===== src/rtl/bounce_gen.sv =====
// -----------------------------------------------------------------------------
// bounce_gen
//
// Switch-bounce emulator. On request it drives signal_o through a burst of
// pseudo-random level changes at pseudo-random spacing. It then settles at the
// requested final level. A free-running 16-bit Galois LFSR supplies both the
// levels and the spacing, so a given SEED always reproduces the same trace.
//
// Parameters
//   N          width of the gap/settle counters and their limit inputs
//              (2..16; the gap mask is taken from the low N LFSR bits)
//   SEED       LFSR reset value (0 is replaced by 16'h0001)
//   RST_LEVEL  level of signal_o during and after reset
//
// Ports
//   sysclk         in   system clock, rising edge
//   reset_n        in   asynchronous active-low reset
//   start_i        in   request a burst; only looked at in IDLE
//   final_state_i  in   level to settle at (latched on accept)
//   n_bounces_i    in   random-level updates before the final one (latched)
//   max_gap_i      in   gap mask (latched)
//   settle_i       in   settle duration in cycles, 0 treated as 1 (latched)
//   signal_o       out  emulated switch output, registered
//   busy_o         out  high while a burst is running
//   done_o         out  one-cycle pulse when a burst completes
//   state_o        out  current FSM state (IDLE=0, BOUNCE=1, SETTLE=2)
//
// Handshake: a request is accepted on any rising edge where the FSM is IDLE
// and start_i=1. No back-pressure exists; requests outside IDLE are dropped
// rather than queued.
// -----------------------------------------------------------------------------
module bounce_gen #(
   parameter int          N         = 8,
   parameter logic [15:0] SEED      = 16'hACE1,
   parameter logic        RST_LEVEL = 1'b1
) (
   input  logic         sysclk,
   input  logic         reset_n,
   input  logic         start_i,
   input  logic         final_state_i,
   input  logic [7:0]   n_bounces_i,
   input  logic [N-1:0] max_gap_i,
   input  logic [N-1:0] settle_i,
   output logic         signal_o,
   output logic         busy_o,
   output logic         done_o,
   output logic [1:0]   state_o
);

   typedef enum logic [1:0] {
      IDLE   = 2'd0,
      BOUNCE = 2'd1,
      SETTLE = 2'd2
   } state_t;

   // An all-zero Galois LFSR never leaves zero, so a zero seed is remapped.
   localparam logic [15:0] SEED_L = (SEED == 16'h0000) ? 16'h0001 : SEED;
   localparam logic [15:0] POLY   = 16'hB400;
   localparam logic [N-1:0] ONE_N = {{(N-1){1'b0}}, 1'b1};

   state_t       state;
   logic [15:0]  lfsr;
   logic [7:0]   bounce_cnt;
   logic [N-1:0] gap_cnt;
   logic [N-1:0] settle_cnt;

   logic         final_l;
   logic [7:0]   n_bounces_l;
   logic [N-1:0] max_gap_l;
   logic [N-1:0] settle_l;

   logic [N-1:0] gap_first;   // gap for the accepting edge (mask not latched yet)
   logic [N-1:0] gap_next;    // gap for reloads inside a burst
   logic [N-1:0] settle_eff;

   assign state_o = state;

   // Free-running LFSR; it advances every cycle whatever the FSM does, so the
   // trace depends on how many cycles passed since reset before the start.
   always_ff @(posedge sysclk or negedge reset_n) begin
      if (!reset_n) begin
         lfsr <= SEED_L;
      end else if (lfsr[0]) begin
         lfsr <= (lfsr >> 1) ^ POLY;
      end else begin
         lfsr <= lfsr >> 1;
      end
   end

   // A masked value of zero becomes 1, so every gap lasts at least one cycle.
   always_comb begin
      gap_first  = lfsr[N-1:0] & max_gap_i;
      gap_next   = lfsr[N-1:0] & max_gap_l;
      settle_eff = settle_l;
      if (gap_first == '0) gap_first = ONE_N;
      if (gap_next == '0)  gap_next  = ONE_N;
      if (settle_l == '0)  settle_eff = ONE_N;
   end

   always_ff @(posedge sysclk or negedge reset_n) begin
      if (!reset_n) begin
         state       <= IDLE;
         signal_o    <= RST_LEVEL;
         busy_o      <= 1'b0;
         done_o      <= 1'b0;
         bounce_cnt  <= 8'd0;
         gap_cnt     <= '0;
         settle_cnt  <= '0;
         final_l     <= 1'b0;
         n_bounces_l <= 8'd0;
         max_gap_l   <= '0;
         settle_l    <= '0;
      end else begin
         done_o <= 1'b0;
         case (state)
            IDLE: begin
               if (start_i) begin
                  final_l     <= final_state_i;
                  n_bounces_l <= n_bounces_i;
                  max_gap_l   <= max_gap_i;
                  settle_l    <= settle_i;
                  signal_o    <= ~final_state_i;
                  bounce_cnt  <= 8'd0;
                  gap_cnt     <= gap_first;
                  busy_o      <= 1'b1;
                  state       <= BOUNCE;
               end
            end
            BOUNCE: begin
               if (gap_cnt == ONE_N) begin
                  if (bounce_cnt < n_bounces_l) begin
                     signal_o   <= lfsr[15];
                     bounce_cnt <= bounce_cnt + 8'd1;
                     gap_cnt    <= gap_next;
                  end else begin
                     signal_o   <= final_l;
                     settle_cnt <= settle_eff;
                     state      <= SETTLE;
                  end
               end else begin
                  gap_cnt <= gap_cnt - ONE_N;
               end
            end
            SETTLE: begin
               if (settle_cnt == ONE_N) begin
                  busy_o <= 1'b0;
                  done_o <= 1'b1;
                  state  <= IDLE;
               end else begin
                  settle_cnt <= settle_cnt - ONE_N;
               end
            end
            default: begin
               state  <= IDLE;
               busy_o <= 1'b0;
            end
         endcase
      end
   end

endmodule


===== config.mk =====
export PLATFORM = sky130hd
export DESIGN_NAME = bounce_gen
export DESIGN_NICKNAME = d
export VERILOG_FILES = /design/src/rtl/bounce_gen.sv
export SDC_FILE = /design/constraint.sdc
export NUM_CORES = 1
export LEC_CHECK = 0
export CAP_MARGIN = 25
export CORE_MARGIN = 2
export CORE_UTILIZATION = 39
export DETAILED_ROUTE_END_ITERATION = 7
export PLACE_DENSITY = 0.62
export SLEW_MARGIN = 20
export SYNTH_ARGS = -nofsm -noshare
export SYNTH_HDL_FRONTEND = slang
export SYNTH_SLANG_ARGS = --single-unit

===== constraint.sdc =====
create_clock -name sysclk -period 2.1 [get_ports sysclk]
set_input_delay 0.42 -clock sysclk [delete_from_list [all_inputs] [get_ports sysclk]]
set_output_delay 0.42 -clock sysclk [all_outputs]
set_load 0.05 [all_outputs]

==> results.ini <==
[cells_and_area]
fin_area_um2 = 4597
layout-area-overhead-vs-synth_pct = 33.89
layout_commonest_cell = nand2_1
fill_cells = 787
final_cell_mix = 81 x nand2_1, 61 x dfrtp_1, 40 x buf_4
share_of_cells_above_drive_strength_1 = 0.2386
antennaDiodeCount = 0
nets = 475

[clock_network]
clk_latency_ns = 0.36
tritoncts = done
cts_sinks = 70
clk_root_buffer_cell = clkbuf_8
cts_max_level = 3
clk_pin_slew_worst_paths_ns = 0.08
cts-root-to-sink-buffers = 2
cts_buf_count = 9

[worst_setup_path]
worst_path_max_delay_cell = or4_4
crit-reg2reg-capture = bounce_cnt[7]$_DFFE_PN0P_
timing.critical_path.from = bounce_cnt[3]$_DFFE_PN0P_
path_buf_inv = 1
critical-path-max-stage-delay_ns = 0.53
cp_top_family = simple AND/OR/NAND/NOR gates
critical_path.cell_chain = ha_2, or4_4, a21oi_4, buf_6, o311ai_4, or4_1, a21oi_1
critPathMaxFanout = 3
worst-r2r-cell-count = 7
crit_required_ns = 2.38
setup.worst_path.class = register to register
timing.reg2reg.setup_slack_ns = -0.07
endpoint_kind = register
critical_path_start_type = register
data_arrival_critical_path_ns = 2.45
startpoint_of_the_worst_slack_reg_to_reg_timing_path = bounce_cnt[3]$_DFFE_PN0P_

[synth]
synth.yosys.seq_area_share = 0.5135
synth.distinct_cells = 51
syn_inst_count = 363
synthArstFlopShare = 1.000
synth_area_leader = dfrtp_1
synth.top_cell.area_share = 0.4446
syn_area_per_cell_um2 = 9.458
synth_edf_count = 0
ys.flop_type = dfrtp_1
ys_warn_count = 0
netlist_area_um2 = 3433
syn-num-nets = 403
synth_top_area_cells = dfrtp_1 44%, nand2_1 8.9%, dfstp_2 6.9%, ha_1 4.4%, a21oi_1 2.8%
synth.ff_latch_count = 70

[sta]
max_slew_margin = 0.6562
hold_viol = 0
maxClockFrequency_mhz = 461.5
clock_skews_ns = 0.01026
grt_setup_unrepaired = yes
report.final.setup_viol = 8
final.min_clock_period_ns = 2.167
report.final.slew_viol_count = 0
worst_pin_slew_ns = 0.5146
finalWorstSetupSlack_ns = -0.06665
period_share = 1.032

[power_and_ir_drop]
leakagePower_nw = 2.055
power_density_nw_per_um2 = 1310
max-vdd-ir-drop_v = 0.0005502

[placement]
routabilityCongestion = 0.8828
place.port_buffers = 32
detailed_place.area_um2 = 4187
hpwlAfterDp_mm = 6.104
pre_cts_ws_ns = -0.2286

[worst_hold_path]
hold_depth = 0
worst_hold_path.endpoint = lfsr[8]$_DFF_PN0_
timing.hold.worst.start = lfsr[9]$_DFF_PN0_
hp-class = register to register

[die]
core_um2 = 8636
die-area_um2 = 9570
fp.dieW_um = 97.83
pin_count = 33
floorplan.initialDensity = 0.3976
floorplan.rows = 34
die_h_um = 97.83

[drt]
drt_pre_antenna_iters = 4
dr_total_vias = 2979
avgViaCountPerCell = 5.436
drt_wl_total_mm = 8.728
remaining_number_of_nets_flagged_by_the_antenna_check_after_routing = 0
detail_route.drc_violations = 0
drtIter0Drc = 176
wl_per_cell_um = 15.93

[grt]
maximum_number_of_pins_on_one_net_before_global_route_repair = 57
grt_pass1_vias = 3059
global_route_wire_length_before_repair_mm = 14.61
grt_usage = 0.1874
antenna_found_initial = 0
globalRouteOverflowTotal = 0

[flow_run]
cap_violations = 0

[outcome]
outcome = finished, violations left
failed_checks = setup timing

[worst reg2reg max path: cells and delay by family (launching register included)]
kind / cells / cell delay, ns
AOI/OAI and AO/OA: 3 / 0.42
adders and majority gates: 1 / 0.21
buffers and inverters: 1 / 0.14
DFF: 1 / 0.39
and+or+nand+nor: 2 / 0.95
[registers in the layout (all words and copies together) (netlist names)]
register and count:
signal_o 1, done_o 1, state_o 2, settle_l 8, gap_cnt 8, lfsr 16
final_l 1, n_bounces_l 8, bounce_cnt 8, settle_cnt 8, max_gap_l 8, busy_o 1
[logic make-up after synthesis]
group,share of synthesized area
AOI/OAI and AO/OA,0.1760
xor gates and xnor gates,0.007654
adders and majority gates,0.04373
buffers and inverters,0.03681
DFF,0.5135
muxes,0.01494
and+or+nand+nor,0.2074
[through the flow]
step / power (W) / hold WS [ns] / std cells / util / TNS [ns]
after floorplan: 0.003552 / 0.1244 / 363 / - / -0.3369
after global placement: 0.004361 / 0.3340 / 526 / 0.4848 / -0.4260
after detailed placement: 0.004439 / 0.3367 / 526 / 0.4848 / -1.200
after CTS: 0.005798 / 0.3552 / 546 / 0.5188 / -0.1816
after global routing: 0.006437 / 0.3590 / 548 / 0.5323 / -0.7657
final: 0.006023 / 0.3525 / 548 / 0.5323 / -0.2561
[final cells by class]
cell class | instances | area (um2) | area share
multi-input combinational | 260 | 1735 | 0.3775
sequential | 70 | 1763 | 0.3835
timing repair buffer | 77 | 675.6 | 0.1470
clock buffer | 9 | 123.9 | 0.02695
clock inverter | 7 | 97.59 | 0.02123
tap | 108 | 135.1 | 0.02940
inverter | 17 | 66.31 | 0.01443
[where the power goes]
part	internal (W)	switching [W]
Sequential	0.00178	0.000352
Clock	0.000672	0.000554
Combinational	0.00129	0.00138
Total	0.00374	0.00228
[Yosys cell counts, types with 2 or more instances]
master and n:
ha_1 12, o311ai_0 3, a21oi_1 19, nor2_1 11
a21boi_0 4, nor3b_1 2, nand2b_1 5, and2_1 2
o211ai_1 3, xor2_1 3, o311ai_1 2, a22o_1 3
nor2b_1 4, nor4_1 4, a32o_1 2, o21ai_0 18
dfstp_2 9, a2bb2oi_1 2, nand2_1 81, nand3_1 17
nand4_1 5, mux2i_1 4, a222oi_1 2, a22oi_1 5
or3_1 3, inv_1 17, a31oi_1 3, a21o_1 5
buf_2 2, dfrtp_1 61, nor3_1 4, o31ai_1 3
o22ai_1 6, and3_1 3, or4_1 6, clkbuf_1 13
[layer usage]
metal / vias to the layer above / share of wire / GRT usage
met3: 12 / 0.036 / 0.04510
li1: 1446 / - / -
met2: 55 / 0.48 / 0.3077
met1: 1466 / 0.47 / 0.2459
met4: 0 / 0.013 / 0.05876
met5: - / 0 / 0
[timing repair]
action                                  CTS  global route
pin swaps                                 2             9
hold endpoints to repair                 14             0
endpoints found under the setup margin   17            18
gates resized for setup                  11            26
hold buffers                              1             0
buffers inserted                          3             3
[worst max-delay path by stage]
| stage | endpoint | cells after the start |
|---|---|---|
| CTS | bounce_cnt[3]$_DFFE_PN0P_ | 6 |
| global placement | bounce_cnt[0]$_DFFE_PN0P_ | 6 |
| finish | bounce_cnt[7]$_DFFE_PN0P_ | 7 |
| floorplan | bounce_cnt[0]$_DFFE_PN0P_ | 7 |
| detailed placement | bounce_cnt[0]$_DFFE_PN0P_ | 6 |
| global route | bounce_cnt[6]$_DFFE_PN0P_ | 7 |
No activity file was read; power rests on OpenSTA's default activity.
